<file path="src/rtl/ctc_int_ctrl_if.sv">
// Z80-side bus bundle for the CTC interrupt controller: cycle strobes, data, daisy chain, int_n.
// master is the CPU/bus side, slave is the controller.
interface ctc_int_ctrl_if #(
  parameter int unsigned DWID = 8
);
  logic            m1_n;
  logic            iorq_n;
  logic            mreq_n;
  logic            rd_n;
  logic [DWID-1:0] din;
  logic [DWID-1:0] dout;
  logic            oe_n;
  logic            iei;
  logic            ieo;
  logic            int_n;

  modport master (
    output m1_n, iorq_n, mreq_n, rd_n, din, iei,
    input  dout, oe_n, ieo, int_n
  );

  modport slave (
    input  m1_n, iorq_n, mreq_n, rd_n, din, iei,
    output dout, oe_n, ieo, int_n
  );
endinterface

</file>
<file path="src/rtl/ctc_int_ctrl.sv">
// Interrupt controller for a Z80 CTC: edge-captured channel requests, mode-2 vector on INTA,
// IEI/IEO daisy chain and RETI (ED 4D) detection to end service.
module ctc_int_ctrl #(
  parameter int unsigned DWID = 8,
  parameter int unsigned NCH  = 4
) (
  input  logic            clk,
  input  logic            reset_n,
  input  logic [NCH-1:0]  zc_to,
  input  logic [NCH-1:0]  int_en,
  input  logic [NCH-1:0]  chan_reset,
  input  logic            vec_wr,
  ctc_int_ctrl_if.slave   bus,
  output logic [NCH-1:0]  in_service
);

  typedef enum logic [0:0] {StIdle, StSawEd} reti_st_e;

  reti_st_e        state_q, state_d;
  logic [NCH-1:0]  zc_q;
  logic [NCH-1:0]  pending_q, pending_d;
  logic [NCH-1:0]  in_service_q, in_service_d;
  logic [4:0]      base_q, base_d;
  logic            inta_q, fetch_q;
  logic [DWID-1:0] dout_q, dout_d;
  logic            oe_n_q, oe_n_d;
  logic            int_n_q, int_n_d;
  logic            ieo_q, ieo_d;

  logic            inta, inta_start, fetch, fetch_start;
  logic            ack, reti;
  logic [1:0]      ack_idx;
  logic [NCH-1:0]  ack_oh, reti_oh, ack_mask, reti_mask, set_req;
  logic [7:0]      vector;

  // Lowest-index pending channel wins the acknowledge; lowest in-service channel takes RETI.
  always_comb begin
    ack_idx = '0;
    ack_oh  = '0;
    reti_oh = '0;
    for (int i = int'(NCH) - 1; i >= 0; i--) begin
      if (pending_q[i]) begin
        ack_idx    = 2'(i);
        ack_oh     = '0;
        ack_oh[i]  = 1'b1;
      end
      if (in_service_q[i]) begin
        reti_oh    = '0;
        reti_oh[i] = 1'b1;
      end
    end
  end

  always_comb begin
    state_d = state_q;
    reti    = 1'b0;
    if (fetch_start) begin
      unique case (state_q)
        StIdle: begin
          if (bus.din[7:0] == 8'hED) state_d = StSawEd;
        end
        StSawEd: begin
          if (bus.din[7:0] == 8'h4D) begin
            reti    = 1'b1;
            state_d = StIdle;
          end else if (bus.din[7:0] != 8'hED) begin
            state_d = StIdle;
          end
        end
      endcase
    end
  end

  always_comb begin
    inta        = !bus.m1_n && !bus.iorq_n;
    inta_start  = inta && !inta_q;
    fetch       = !bus.m1_n && !bus.mreq_n && !bus.rd_n;
    fetch_start = fetch && !fetch_q;

    ack       = inta_start && bus.iei && !(|in_service_q) && (|pending_q);
    ack_mask  = ack ? ack_oh : '0;
    reti_mask = (reti && bus.iei) ? reti_oh : '0;
    vector    = {base_q, ack_idx, 1'b0};

    // A new edge in the acknowledge clock survives the ack clear, so it is served after RETI.
    set_req      = zc_to & ~zc_q & int_en & ~chan_reset;
    pending_d    = ((pending_q & ~ack_mask) | set_req) & int_en & ~chan_reset;
    in_service_d = (in_service_q | ack_mask) & ~reti_mask;
    base_d       = vec_wr ? bus.din[7:3] : base_q;

    dout_d  = ack ? DWID'(vector) : '0;
    oe_n_d  = !ack;
    int_n_d = !(bus.iei && (|pending_q) && !(|in_service_q));
    ieo_d   = bus.iei && !(|in_service_q) && !((|pending_q) && !bus.m1_n);
  end

  always_ff @(posedge clk) begin
    if (!reset_n) begin
      state_q      <= StIdle;
      zc_q         <= '0;
      pending_q    <= '0;
      in_service_q <= '0;
      base_q       <= '0;
      inta_q       <= 1'b0;
      fetch_q      <= 1'b0;
      dout_q       <= '0;
      oe_n_q       <= 1'b1;
      int_n_q      <= 1'b1;
      ieo_q        <= 1'b0;
    end else begin
      state_q      <= state_d;
      zc_q         <= zc_to;
      pending_q    <= pending_d;
      in_service_q <= in_service_d;
      base_q       <= base_d;
      inta_q       <= inta;
      fetch_q      <= fetch;
      dout_q       <= dout_d;
      oe_n_q       <= oe_n_d;
      int_n_q      <= int_n_d;
      ieo_q        <= ieo_d;
    end
  end

  assign bus.dout   = dout_q;
  assign bus.oe_n   = oe_n_q;
  assign bus.int_n  = int_n_q;
  assign bus.ieo    = ieo_q;
  assign in_service = in_service_q;

endmodule

</file>
<file path="src/flat_wrapper.sv">
// flat-port wrapper written by rule: the top's interface ports become plain ports
module ctc_int_ctrl_flat 
#(
  parameter int unsigned DWID = 8,
  parameter int unsigned NCH  = 4
)
  (clk, reset_n, zc_to, int_en, chan_reset, vec_wr, in_service, bus_m1_n, bus_iorq_n, bus_mreq_n, bus_rd_n, bus_din, bus_iei, bus_dout, bus_oe_n, bus_ieo, bus_int_n);
  ctc_int_ctrl_if #(.DWID(DWID)) bus_i ();
  input  logic clk;
  input  logic reset_n;
  input  logic [NCH-1:0] zc_to;
  input  logic [NCH-1:0] int_en;
  input  logic [NCH-1:0] chan_reset;
  input  logic vec_wr;
  output logic [NCH-1:0] in_service;
  input wire logic [$bits(bus_i.m1_n)-1:0] bus_m1_n;
  input wire logic [$bits(bus_i.iorq_n)-1:0] bus_iorq_n;
  input wire logic [$bits(bus_i.mreq_n)-1:0] bus_mreq_n;
  input wire logic [$bits(bus_i.rd_n)-1:0] bus_rd_n;
  input wire logic [$bits(bus_i.din)-1:0] bus_din;
  input wire logic [$bits(bus_i.iei)-1:0] bus_iei;
  output wire logic [$bits(bus_i.dout)-1:0] bus_dout;
  output wire logic [$bits(bus_i.oe_n)-1:0] bus_oe_n;
  output wire logic [$bits(bus_i.ieo)-1:0] bus_ieo;
  output wire logic [$bits(bus_i.int_n)-1:0] bus_int_n;
  assign bus_i.m1_n = bus_m1_n;
  assign bus_i.iorq_n = bus_iorq_n;
  assign bus_i.mreq_n = bus_mreq_n;
  assign bus_i.rd_n = bus_rd_n;
  assign bus_i.din = bus_din;
  assign bus_i.iei = bus_iei;
  assign bus_dout = bus_i.dout;
  assign bus_oe_n = bus_i.oe_n;
  assign bus_ieo = bus_i.ieo;
  assign bus_int_n = bus_i.int_n;
  ctc_int_ctrl #(.DWID(DWID), .NCH(NCH)) u_core (.clk(clk), .reset_n(reset_n), .zc_to(zc_to), .int_en(int_en), .chan_reset(chan_reset), .vec_wr(vec_wr), .bus(bus_i), .in_service(in_service));
endmodule
</file>
<file path="config.mk">
export PLATFORM = sky130hd
export DESIGN_NAME = ctc_int_ctrl_flat
export DESIGN_NICKNAME = d
export VERILOG_FILES = /design/src/rtl/ctc_int_ctrl_if.sv /design/src/rtl/ctc_int_ctrl.sv /design/src/flat_wrapper.sv
export SDC_FILE = /design/constraint.sdc
export NUM_CORES = 1
export LEC_CHECK = 0
export CORE_ASPECT_RATIO = 0.7
export CORE_MARGIN = 5
export CORE_UTILIZATION = 33
export CTS_CLUSTER_SIZE = 24
export DETAILED_ROUTE_END_ITERATION = 6
export PLACE_DENSITY = 0.7
export SLEW_MARGIN = 40
export SYNTH_ARGS = -nofsm -noshare
export SYNTH_HDL_FRONTEND = slang
export SYNTH_SLANG_ARGS = --single-unit
</file>
<file path="constraint.sdc">
create_clock -name clk -period 3.2 [get_ports clk]
set_clock_uncertainty 0.1 [all_clocks]
set_input_delay 0.48 -clock clk [delete_from_list [all_inputs] [get_ports clk]]
set_output_delay 0.48 -clock clk [all_outputs]
set_load 0.03 [all_outputs]
</file>
==> flow_summary.json <==
{
  "path_class": "in2reg",
  "worst-path-buf-inv": 2,
  "arrival_ps": 2320,
  "fin_nets": 193,
  "grt_start_max_net_pins": 25,
  "overflow": 0,
  "ys_ff_latch": 30,
  "slew_violations": 0,
  "crit_chain": "clkdlybuf4s50_1 > or3_1 > nor4_2 > inv_1 > nor3_1",
  "start_util_pct": 34.1,
  "drt_iter0_markers": 21,
  "outcome": "complete, no violations",
  "mostFrequentLayoutCell": "clkdlybuf4s50_1",
  "antennaDiodeCount": 0,
  "pwr-share-clk_pct": 39.3,
  "syn_inst": 123,
  "grt_pass1_wl_um": 4250,
  "area_growth_pct": 44.7,
  "r2r_cells": 4,
  "setup_viol": 0,
  "power_switching_uw": 170,
  "die_area_mm2": 0.00496,
  "place_inst": 208,
  "min_period_over_period_pct": 69.2,
  "cts.sink_count": 30,
  "crit_required_ps": 3300,
  "setup_tns_ps": 0,
  "ios": 43,
  "yosys_warnings": 0,
  "clkLatencyLatePin_ps": 280,
  "hpwl_um": 2100,
  "post_cts_resized": 0,
  "cts_buffers": 5,
  "grt_pass1_vias": 1002,
  "vias": 1019,
  "crit_family": "simple AND/OR/NAND/NOR gates",
  "clockBufferDepth": 2,
  "cts_hold_buf": 0,
  "firstDrtPassIters": 2,
  "antenna_found_initial": 0,
  "fin_cells": 216,
  "slowest_delay_ps": 570,
  "synth_cell_types": 34,
  "end_kind": "flop",
  "min_period_ps": 2220,
  "drv_cap": 0,
  "hold_viol_final": 0,
  "seqPwrFrac_pct": 50.2,
  "rows": 18,
  "min_path_cells": 1,
  "final_cell_mix": "clkdlybuf4s50_1, dfxtp_1, nand2_1",
  "coreArea_mm2": 0.00351,
  "swShare_pct": 22.0,
  "startpoint_type": "input port",
  "drive_gt1_share_pct": 7.23,
  "slowest_stage": "nor4_2",
  "min_to": "u_core.bus.dout[6]$_SDFF_PN0_",
  "synth-seq-area-share_pct": 50.1,
  "worstReg2RegStart": "u_core.in_service[1]$_SDFF_PN0_",
  "die_w_um": 82.0,
  "critPathMaxFanout": 6,
  "clk_pin_slew_ps": 60,
  "cts_max_level": 2,
  "r2r_slack_ps": 1250,
  "synth_nets": 151,
  "slew_headroom_pct": 44.9,
  "routed_wl_um": 2770,
  "p_comb_share_pct": 10.5,
  "drt.antenna.violating_nets": 0,
  "fin_area_mm2": 0.00173,
  "netlist_area_mm2": 0.00120,
  "hp-start": "u_core.base_q[3]$_SDFFE_PN0P_",
  "cts_tree": "done",
  "place.gp.congestion": 0.746,
  "dpl_cell_area_mm2": 0.00164,
  "clockRootBuffer": "clkbuf_8",
  "hp-class": "reg2reg",
  "syn_avg_cell_area_um2": 9.75,
  "rsz0062_at_grt": "no",
  "die_h_um": 60.4,
  "cts_setup_buffers": 0,
  "p_int_uw": 605,
  "max_freq_mhz": 451,
  "ir_drop_uv": 287,
  "via_per_inst": 4.72,
  "powerDensity_mw_per_mm2": 447,
  "reg2reg_to": "u_core.bus.dout[1]$_SDFF_PP0_",
  "wl_per_cell_um": 12.8,
  "tightest_slew_ps": 818,
  "grtUsageTotal_pct": 11.6,
  "p_leak_nw": 0.628,
  "portBuffers": 41,
  "drc": 0
}
==> synth_stat cells <==
| master | n | share of area (%) |
|---|---|---|
| nor4b_1 | 2 | 1.5 |
| buf_2 | 1 | 0.42 |
| dfxtp_1 | 30 | 50 |
| or4_4 | 1 | 0.94 |
| nor3b_1 | 1 | 0.63 |
| o21ai_0 | 1 | 0.42 |
| clkbuf_1 | 3 | 0.94 |
| or4bb_1 | 4 | 3.8 |
| nand3b_1 | 3 | 1.9 |
| nor4_1 | 6 | 3.1 |
| inv_1 | 3 | 0.94 |
| and2_1 | 10 | 5.2 |
| or3_1 | 3 | 1.6 |
| a31o_2 | 1 | 0.73 |
| or4_1 | 2 | 1.3 |
| mux2i_1 | 5 | 4.2 |
| nand4b_1 | 1 | 0.73 |
| nor2_1 | 6 | 1.9 |
| o2111ai_1 | 1 | 0.73 |
| a21oi_1 | 2 | 0.84 |
| nand2b_1 | 2 | 1.0 |
| nor3_1 | 3 | 1.3 |
| a21boi_1 | 1 | 0.63 |
| or4b_2 | 1 | 0.84 |
| a211oi_1 | 1 | 0.63 |
| nor2b_1 | 7 | 3.7 |
| a2111oi_0 | 1 | 0.73 |
| o41ai_1 | 2 | 1.5 |
| nor4_2 | 1 | 1.0 |
| clkbuf_2 | 1 | 0.42 |
| buf_4 | 2 | 1.3 |
| o22ai_1 | 3 | 1.6 |
| nand2_1 | 11 | 3.4 |
| conb_1 | 1 | 0.31 |
==> power groups by stage <==
stage	Clock, mW	Sequential (mW)	Combinational (mW)
2_1_floorplan	0	0.399	0.0344
3_3_place_gp	0	0.397	0.0800
3_5_place_dp	0	0.397	0.0819
4_1_cts	0.314	0.389	0.0824
5_1_grt	0.334	0.390	0.0887
6_report	0.304	0.389	0.0817
==> state kept, by name (all words and copies together) (netlist names) <==
register and count:
u_core.zc_q 4, u_core.pending_q 4, u_core.state_q 1, u_core.base_q 5, u_core.fetch_q 1, u_core.bus.oe_n 1, u_core.in_service 4, u_core.bus.dout 7
u_core.bus.ieo 1, u_core.inta_q 1, u_core.bus.int_n 1
==> stage by stage <==
step	setup slack (ps)	hold slack [ps]	power (mW)	util, %
4_1_cts	944	354	0.786	49.4
3_3_place_gp	759	332	0.477	46.8
6_report	985	356	0.775	49.4
5_1_grt	762	383	0.812	49.4
2_1_floorplan	1270	326	0.433	-
3_5_place_dp	657	346	0.479	46.8
==> worst max path at each step <==
stage	startpoint	endpoint	slack [ps]	depth (start not counted)
global route	bus_m1_n	u_core.bus.dout[1]$_SDFF_PP0_	760	5
floorplan	u_core.in_service[1]$_SDFF_PN0_	u_core.pending_q[0]$_SDFF_PN0_	1270	4
CTS	bus_m1_n	u_core.bus.dout[1]$_SDFF_PP0_	940	5
detailed placement	bus_m1_n	u_core.bus.dout[1]$_SDFF_PP0_	660	5
global placement	bus_m1_n	u_core.bus.dout[1]$_SDFF_PP0_	760	5
finish	bus_m1_n	u_core.bus.dout[1]$_SDFF_PP0_	980	5
==> metal layers <==
metal  vias up  wire (um)  share of wire, %  track usage (%)
met5         -          0                 0                0
met4         0         39               1.4             5.69
met3         5        233               8.4             5.19
met2        33       1240                45             19.6
met1       457       1260                45             12.6
li1        524          -                 -                -
==> worst reg2reg max path, stage by stage, from the launching register on <==
cell	delay [ps]
dfxtp_1	350
or3_1	520
nor4_2	570
inv_1	140
nor3_1	190
==> cell type report <==
class	count	area (um^2)
clock inverter	1	5.00
multi-input combinational	83	551
clock buffer	7	86.3
fill	355	1780
tap	50	62.6
sequential	30	601
inverter	3	11.3
timing repair buffer	42	418
==> cells by family after synthesis <==
logic type | after synthesis | synth area share (%)
muxes | 5 | 4.18
DFF | 30 | 50.1
other | 1 | 0.313
and+or+nand+nor | 64 | 33.7
buffers and inverters | 10 | 3.97
AOI/OAI and AO/OA | 13 | 7.73
(Power assumes the default switching activity.)
